--- src/rtl/ysyx_22050078_isram_if.sv ---
// Instruction-fetch bus between the fetch unit (master), the instruction
// responder (slave) and the physical-memory read port (mem).
//
// Handshake rule for both the AR and the R channel: a transfer happens on a
// rising clock edge where valid and ready are both high. Once valid is raised,
// the sender holds valid and its payload stable until that edge. Ready may
// depend combinationally on state, but never on valid in the same cycle.
//
// Signals
//   ar_valid/ar_ready/ar_addr  fetch request channel
//   r_valid/r_ready/r_data/r_resp  response channel (resp 00 OK, 10 misaligned, 11 out of range)
//   busy                       request outstanding
//   pmem_ren/pmem_addr         one-cycle physical-memory read strobe and address
//   pmem_rdata                 64-bit read data returned combinationally by memory
//   dbg_state                  responder FSM state (0 IDLE, 1 WAIT, 2 RESP)
interface ysyx_22050078_isram_if #(
  parameter int ADDR_W = 64,
  parameter int DATA_W = 32
);
  logic              ar_valid;
  logic              ar_ready;
  logic [ADDR_W-1:0] ar_addr;
  logic              r_valid;
  logic              r_ready;
  logic [DATA_W-1:0] r_data;
  logic [1:0]        r_resp;
  logic              busy;
  logic              pmem_ren;
  logic [ADDR_W-1:0] pmem_addr;
  logic [63:0]       pmem_rdata;
  logic [1:0]        dbg_state;

  modport master (
    output ar_valid, ar_addr, r_ready,
    input  ar_ready, r_valid, r_data, r_resp, busy, dbg_state
  );

  modport slave (
    input  ar_valid, ar_addr, r_ready, pmem_rdata,
    output ar_ready, r_valid, r_data, r_resp, busy, pmem_ren, pmem_addr, dbg_state
  );

  modport mem (
    input  pmem_ren, pmem_addr,
    output pmem_rdata
  );
endinterface

--- src/rtl/ysyx_22050078_isram.sv ---
// Instruction-memory responder. Accepts one fetch address on AR, waits
// LATENCY cycles, classifies the address, performs a single physical-memory
// read for legal addresses and returns the instruction word on R.
//
// Ports
//   clk   rising-edge clock
//   rst   asynchronous active-high reset
//   bus   ysyx_22050078_isram_if.slave (AR, R, busy, pmem read port, dbg_state)
//
// Parameters
//   ADDR_W, DATA_W       address / instruction widths
//   LATENCY              cycles from AR accept edge to r_valid (1..15)
//   PMEM_BASE, PMEM_SIZE legal fetch window in bytes
module ysyx_22050078_isram #(
  parameter int                 ADDR_W    = 64,
  parameter int                 DATA_W    = 32,
  parameter int                 LATENCY   = 1,
  parameter logic [ADDR_W-1:0]  PMEM_BASE = 64'h0000_0000_8000_0000,
  parameter logic [ADDR_W-1:0]  PMEM_SIZE = 64'h0000_0000_0800_0000
) (
  input logic                      clk,
  input logic                      rst,
  ysyx_22050078_isram_if.slave     bus
);

  if (LATENCY < 1 || LATENCY > 15) begin : g_latency_check
    $error("ysyx_22050078_isram: LATENCY must be in 1..15");
  end

  typedef enum logic [1:0] {
    ST_IDLE = 2'd0,
    ST_WAIT = 2'd1,
    ST_RESP = 2'd2
  } state_t;

  localparam logic [3:0] LAT_M1 = 4'(LATENCY - 1);

  state_t            r_state;
  logic [3:0]        r_cnt;
  logic [ADDR_W-1:0] r_addr;
  logic              r_valid;
  logic [DATA_W-1:0] r_data;
  logic [1:0]        r_resp;

  logic              w_ar_fire;
  logic              w_r_fire;
  logic              w_due;
  logic              w_misaligned;
  logic              w_out_of_range;
  logic              w_read;
  logic [ADDR_W:0]   w_addr_x;
  logic [ADDR_W:0]   w_lo;
  logic [ADDR_W:0]   w_hi;
  logic              w_unused_pmem_hi;

  // Range limits carry one extra bit so BASE+SIZE never wraps.
  assign w_addr_x       = {1'b0, r_addr};
  assign w_lo           = {1'b0, PMEM_BASE};
  assign w_hi           = {1'b0, PMEM_BASE} + {1'b0, PMEM_SIZE} - (ADDR_W+1)'(4);
  assign w_misaligned   = (r_addr[1:0] != 2'b00);
  assign w_out_of_range = (w_addr_x < w_lo) || (w_addr_x > w_hi);

  assign w_ar_fire = bus.ar_valid & bus.ar_ready;
  assign w_r_fire  = r_valid & bus.r_ready;
  assign w_due     = (r_state == ST_WAIT) && (r_cnt == 4'd0);

  // The memory read is issued only in the final WAIT cycle of a legal address,
  // so misaligned/out-of-range fetches never touch memory.
  assign w_read = w_due & ~w_misaligned & ~w_out_of_range & ~rst;

  assign bus.ar_ready  = (r_state == ST_IDLE) & ~rst;
  assign bus.busy      = (r_state != ST_IDLE) & ~rst;
  assign bus.r_valid   = r_valid;
  assign bus.r_data    = r_data;
  assign bus.r_resp    = r_resp;
  assign bus.pmem_ren  = w_read;
  assign bus.pmem_addr = r_addr;
  assign bus.dbg_state = r_state;

  assign w_unused_pmem_hi = ^bus.pmem_rdata[63:DATA_W];

  always_ff @(posedge clk or posedge rst) begin
    if (rst) begin
      r_state <= ST_IDLE;
      r_cnt   <= 4'd0;
      r_addr  <= '0;
      r_valid <= 1'b0;
      r_data  <= '0;
      r_resp  <= 2'b00;
    end else begin
      case (r_state)
        ST_IDLE: begin
          if (w_ar_fire) begin
            r_addr  <= bus.ar_addr;
            r_cnt   <= LAT_M1;
            r_state <= ST_WAIT;
          end
        end
        ST_WAIT: begin
          if (r_cnt != 4'd0) begin
            r_cnt <= r_cnt - 4'd1;
          end else begin
            r_state <= ST_RESP;
            r_valid <= 1'b1;
            // Misalignment is reported ahead of the range error.
            if (w_misaligned) begin
              r_resp <= 2'b10;
              r_data <= '0;
            end else if (w_out_of_range) begin
              r_resp <= 2'b11;
              r_data <= '0;
            end else begin
              r_resp <= 2'b00;
              r_data <= bus.pmem_rdata[DATA_W-1:0];
            end
          end
        end
        ST_RESP: begin
          if (w_r_fire) begin
            r_valid <= 1'b0;
            r_state <= ST_IDLE;
          end
        end
        default: begin
          r_state <= ST_IDLE;
          r_valid <= 1'b0;
        end
      endcase
    end
  end

endmodule

--- src/flat_wrapper.sv ---
// flat-port wrapper written by rule: the top's interface ports become plain ports
module ysyx_22050078_isram_flat 
#(
  parameter int                 ADDR_W    = 64,
  parameter int                 DATA_W    = 32,
  parameter int                 LATENCY   = 1,
  parameter logic [ADDR_W-1:0]  PMEM_BASE = 64'h0000_0000_8000_0000,
  parameter logic [ADDR_W-1:0]  PMEM_SIZE = 64'h0000_0000_0800_0000
)
  (clk, rst, bus_ar_valid, bus_ar_addr, bus_r_ready, bus_pmem_rdata, bus_ar_ready, bus_r_valid, bus_r_data, bus_r_resp, bus_busy, bus_pmem_ren, bus_pmem_addr, bus_dbg_state);
  ysyx_22050078_isram_if #(.ADDR_W(ADDR_W), .DATA_W(DATA_W)) bus_i ();
  input logic clk;
  input logic rst;
  input wire logic [$bits(bus_i.ar_valid)-1:0] bus_ar_valid;
  input wire logic [$bits(bus_i.ar_addr)-1:0] bus_ar_addr;
  input wire logic [$bits(bus_i.r_ready)-1:0] bus_r_ready;
  input wire logic [$bits(bus_i.pmem_rdata)-1:0] bus_pmem_rdata;
  output wire logic [$bits(bus_i.ar_ready)-1:0] bus_ar_ready;
  output wire logic [$bits(bus_i.r_valid)-1:0] bus_r_valid;
  output wire logic [$bits(bus_i.r_data)-1:0] bus_r_data;
  output wire logic [$bits(bus_i.r_resp)-1:0] bus_r_resp;
  output wire logic [$bits(bus_i.busy)-1:0] bus_busy;
  output wire logic [$bits(bus_i.pmem_ren)-1:0] bus_pmem_ren;
  output wire logic [$bits(bus_i.pmem_addr)-1:0] bus_pmem_addr;
  output wire logic [$bits(bus_i.dbg_state)-1:0] bus_dbg_state;
  assign bus_i.ar_valid = bus_ar_valid;
  assign bus_i.ar_addr = bus_ar_addr;
  assign bus_i.r_ready = bus_r_ready;
  assign bus_i.pmem_rdata = bus_pmem_rdata;
  assign bus_ar_ready = bus_i.ar_ready;
  assign bus_r_valid = bus_i.r_valid;
  assign bus_r_data = bus_i.r_data;
  assign bus_r_resp = bus_i.r_resp;
  assign bus_busy = bus_i.busy;
  assign bus_pmem_ren = bus_i.pmem_ren;
  assign bus_pmem_addr = bus_i.pmem_addr;
  assign bus_dbg_state = bus_i.dbg_state;
  ysyx_22050078_isram #(.ADDR_W(ADDR_W), .DATA_W(DATA_W), .LATENCY(LATENCY), .PMEM_BASE(PMEM_BASE), .PMEM_SIZE(PMEM_SIZE)) u_core (.clk(clk), .rst(rst), .bus(bus_i));
endmodule
--- config.mk ---
export PLATFORM = sky130hd
export DESIGN_NAME = ysyx_22050078_isram_flat
export DESIGN_NICKNAME = d
export VERILOG_FILES = /design/src/rtl/ysyx_22050078_isram_if.sv /design/src/rtl/ysyx_22050078_isram.sv /design/src/flat_wrapper.sv
export SDC_FILE = /design/constraint.sdc
export NUM_CORES = 1
export LEC_CHECK = 0
export ABC_AREA = 1
export CAP_MARGIN = 40
export CORE_MARGIN = 2
export CORE_UTILIZATION = 39
export CTS_CLUSTER_SIZE = 25
export DETAILED_ROUTE_END_ITERATION = 8
export GPL_TIMING_DRIVEN = 0
export PLACE_DENSITY_LB_ADDON = 0.3
export SYNTH_ARGS = -nofsm -noshare
export SYNTH_HDL_FRONTEND = slang
export SYNTH_SLANG_ARGS = --single-unit
--- constraint.sdc ---
create_clock -name clk -period 4.33 [get_ports clk]
set_input_delay 0.866 -clock clk [delete_from_list [all_inputs] [get_ports clk]]
set_output_delay 0.866 -clock clk [all_outputs]
set_load 0.02 [all_outputs]
* Word-level counts from Yosys, hierarchy flattened
Index checks and enable logic that the tools add are counted.
** Operators by class
- Equality and inequality tests :: 6
- Reductions and logical operators :: 13
- Add/sub/neg operators :: 1
- Multiplexer cells :: 14
- Bitwise gates (word level) :: 12
- Order comparisons :: 2
** Operators with widths (number)
- $gt 64x32->1 const B :: 1
- $lt 64x32->1 const B :: 1
- $mux 32 :: 2
- $mux 2 :: 5
- $reduce_and 3->1 :: 3
- $mux 4 :: 2
- $pmux 4 s2 :: 1
- $and 1x1->1 :: 7
- $pmux 2 s3 :: 1
- $reduce_bool 2->1 :: 3
- $not 1->1 :: 5
- $logic_not 4->1 :: 1
- $ne 2x1->1 const B :: 2
- $ne 2x2->1 const B :: 2
- $reduce_and 2->1 :: 2
- $reduce_bool 4->1 :: 1
- $sub 4x1->4 const B :: 1
- $pmux 1 s3 :: 1
- $eq 2x1->1 const B :: 1
- $eq 2x2->1 const B :: 1
- $logic_not 2->1 :: 1
- $mux 1 :: 2
- $logic_and 1x1->1 :: 1
- $logic_or 1x1->1 :: 1
** Word-level totals
- Output and inout bits :: 104
- Register bits after elaboration :: 105
- Input port bits :: 132
- Word-level logic and storage cells :: 54

* Depth between registers and ports, before layout
- Word-level depth :: 5
- Gate-level depth with buffers :: 8
- Mapped depth without buffers :: 8

* Worst setup path before layout
OpenSTA, ideal clock, no wires.
- Path kind :: register to output
- Start :: register u_core.r_state[1], in the netlist u_core.bus.dbg_state[1]
- End :: output port bus_pmem_ren
- Data required time :: 3.464 ns
- Buffers on the path :: 0
- Stages on the path, launching flop included :: 8
- Arrival :: 1.444 ns
- Setup slack :: 2.020 ns
- Cell sequence :: dfrtp_1 -> inv_1 -> nand2_1 -> inv_2 -> nand4_4 -> nor2_4 -> nand3_1 -> nor2_1
** Between the ends
- Word-level cells in the longest chain between the ends :: 5
** Ends and longest elaborated chain
- from (decl) :: line ysyx_22050078_isram.sv:38 : state_t r_state;
- from (signal assigned) :: line ysyx_22050078_isram.sv:84 : r_state <= ST_IDLE;
- from (signal assigned) :: line ysyx_22050078_isram.sv:96 : r_state <= ST_WAIT;
- from (signal assigned) :: line ysyx_22050078_isram.sv:103 : r_state <= ST_RESP;
- $eq 2x1->1 :: line ysyx_22050078_isram.sv:65 : assign w_due = (r_state == ST_WAIT) && (r_cnt == 4'd0);
- $logic_and 1x1->1 :: line ysyx_22050078_isram.sv:65
- $and 1x1->1 (3 in series) :: line ysyx_22050078_isram.sv:69 : assign w_read = w_due & ~w_misaligned & ~w_out_of_range & ~rst;
- to (decl) :: line flat_wrapper.sv:23 : output wire logic [$bits(bus_i.pmem_ren)-1:0] bus_pmem_ren;
No other way between the ends.

* Worst setup path after layout
- Start :: register u_core.r_cnt[0]
- End :: output port bus_pmem_ren
** Between the ends
- Word-level cells in the longest chain between the ends :: 5
** Ends and longest elaborated chain
- from (decl) :: line ysyx_22050078_isram.sv:39 : logic [3:0] r_cnt;
- from (signal assigned) :: line ysyx_22050078_isram.sv:101 : r_cnt <= r_cnt - 4'd1;
- $logic_not 4->1 :: line ysyx_22050078_isram.sv:65
- $logic_and 1x1->1 :: line ysyx_22050078_isram.sv:65
- $and 1x1->1 (3 in series) :: line ysyx_22050078_isram.sv:69
No other way between the ends.

==> summary.txt <==
Critical path class = reg -> out
# hold bufs at CTS = 0
Final ANT Viol Nets = 0
CP arrival = 2.41 ns
Clk sinks = 105
Post-synth top area share = 0.599
Unrepaired setup endpoints after global routing = no
Hold Crit Class = reg -> reg
Primary FF master, synth = dfrtp_1
Htree depth = 3
Final Util = 0.632
Static Leak = 3.06 nW
Least-Margin Pin Slew = 0.532 ns
CTS tree = done
Place WS = 1.25 ns
Pwr Density = 663 nW/um^2
EDFF count, synth = 0
Yosys top cell by area = dfrtp_1
Row count = 38
Grt ovf = 0
#FFs+latches synth = 105
Initial core utilization = 0.403
Final Hold Vio Count = 0
Sequential fraction of the synthesis area = 0.599
Worst Min Path Start = u_core.bus.r_data[14]
Die height = 110 um
Minimum clock period = 3.27 ns
Most common cell in the netlist = dfrtp_1
Post-synth top cells = 105 x dfrtp_1, 100 x nand2_1, 59 x mux2_2
First-pass GRT wire length = 18.7 mm
Core area = 10900 um^2
Area grow syn2layout = 56.9%
CTS Root Cell = clkbuf_8
Final Setup Violations = 0
Crit-path cells = inv_1 -> ha_1 -> nand4_4 -> nor2_4 -> nand3_1 -> nor2_1 -> clkdlybuf4s50_1
DRC violations left = 0
Worst reg2reg path endpoint = u_core.bus.r_data[12]
Initial antenna violation count = 0
Worst Path Buf+Inv = 2
Clk slew on worst S/H paths = 0.09 ns
Pre-Repair DR Iteration Count = 4
Total Neg Setup Slack = 0 ns
Drt total wl = 11.9 mm
Number of global-route vias before repair = 3720
Synth unique cells = 25
R2R cell count = 7
Cts bufs inserted = 9
Critical path's top delay family = simple AND/OR/NAND/NOR gates
Critical-path top delay cell = clkdlybuf4s50_1
Syn nets = 526
RD Place Congestion = 0.808
Max Cap Viol = 0
Ys Warns = 0
Via density = 4.86
Final Skew = 0.0116 ns
Antenna diodes = 0
CP required = 3.46 ns
Fmax = 305 MHz
Worst Setup Slack, final = 1.06 ns
Hold Path Depth = 2
Final period util = 0.756
Crit start category = flip-flop
Area contributors post-synth = dfrtp_1 60%, mux2_2 15%, nand2_1 8.6%
Slowest stage delay, CP = 0.60 ns
Status = finished clean
Worst vdd ir = 0.535 mV
Die area = 12100 um^2
Fin nets = 741
Normalized max-slew margin = 0.645
Vias post-DR = 3658
Cell Area, Synth = 4380 um^2
Worst-skew pair later-pin latency = 0.38 ns
CP Capture Type = output pin
Gate Count Post-Synth = 393
Syn avg cell area = 11.2 um^2
CTS max path bufs = 2
R2r setup slk = 2.68 ns
Post-CTS Setup Repair Bufs = 0
Max Transition Viols Final = 0
CP Depth = 7
Count of input and output buffers = 203
Async S/R FF share, synth = 1.00
# resized after CTS = 0
Largest net degree at the start of global routing = 67
IO Pins = 236
FF-to-FF Start = u_core.bus.pmem_addr[0]
Die width = 110 um
Drt wl/cell = 15.8 um
Critical Path Fanout Max = 10
Initial DRC count = 210
Hold Path End = u_core.bus.r_data[14]
Layout cells sized above 1 = 0.168
Tot GR Track Use = 0.204
Final HPWL DP = 9.06 mm
==> layer usage <==
metal	global-route usage	vias to the layer above	wire length, um
met5	0	-	0
met2	0.348	126	6190
met4	0.0769	0	265
li1	-	1750	-
met3	0.0682	18	832
met1	0.238	1764	4610
==> per-stage QoR <==
step / cell area [um^2] / std cells / hold WS [ns] / total power, mW
floorplan: 4380 / 393 / 0.522 / 2.75
global placement: 6590 / 736 / 0.465 / 3.76
detailed placement: 6620 / 737 / 0.467 / 3.83
CTS: 6880 / 753 / 0.491 / 4.61
global route: 6880 / 753 / 0.504 / 4.83
finish: 6880 / 753 / 0.484 / 4.56
==> sequential cells by signal (all words and copies together), names as in the netlist <==
signal,count
u_core.bus.dbg_state,2
u_core.bus.pmem_addr,64
u_core.bus.r_data,32
u_core.bus.r_resp,2
u_core.bus.r_valid,1
u_core.r_cnt,4
==> report_power, final <==
group / total [mW] / internal (mW) / switching [mW]
Combinational: 2.14 / 1.10 / 1.04
Clock: 0.771 / 0.441 / 0.330
Sequential: 1.65 / 1.37 / 0.276
==> how the worst max path moves through the flow <==
| stage | startpoint | endpoint | slack [ns] |
|---|---|---|---|
| finish | u_core.r_cnt[0] | bus_pmem_ren | 1.06 |
| global route | u_core.r_cnt[0] | bus_pmem_ren | 0.83 |
| CTS | u_core.bus.pmem_addr[44] | bus_pmem_ren | 0.99 |
| detailed placement | rst | bus_ar_ready | 1.25 |
| global placement | rst | u_core.bus.pmem_addr[37] | -0.92 |
| floorplan | rst | u_core.bus.dbg_state[0] | 0.70 |
==> cell type report <==
type | instances | area, um^2
fillers | 934 | 4010
flip-flops and latches | 105 | 2630
well taps | 140 | 175
repair buffers | 204 | 2060
clock buffers | 10 | 128
clock inverters | 6 | 130
plain buffers | 19 | 111
inverters | 14 | 55.1
multi-input cells | 255 | 1590
==> layout by cell type, fill, tap and decap left out, types with 3 or more instances in the layout <==
cell type        count
nor2_1              32
mux2_4               3
inv_1               12
bufinv_16            4
buf_2               11
buf_4                3
dfrtp_1            105
nand2_1            100
nand3_1              7
o21ai_0              6
clkbuf_1             4
a21oi_1              5
clkdlybuf4s50_1    203
clkbuf_8             9
nand4_1             32
mux2_2              59
==> logic make-up after synthesis <==
family	count (synthesis)	synth area share
AOI/OAI and AO/OA	12	0.0140
adders and majority gates	1	0.00285
buffers and inverters	33	0.0374
DFF	105	0.599
muxes	62	0.162
and+or+nand+nor	180	0.185
==> worst register-to-register path, cell delays in order, from the launching register on <==
cell     delay (ns)
dfrtp_1        0.39
or2_2          0.35
nand3_1        0.10
nor2_1         0.04
nand2_1        0.22
buf_2          0.29
nand4_1        0.12
nand2_1        0.08
Power figures use the tool's default switching activity.
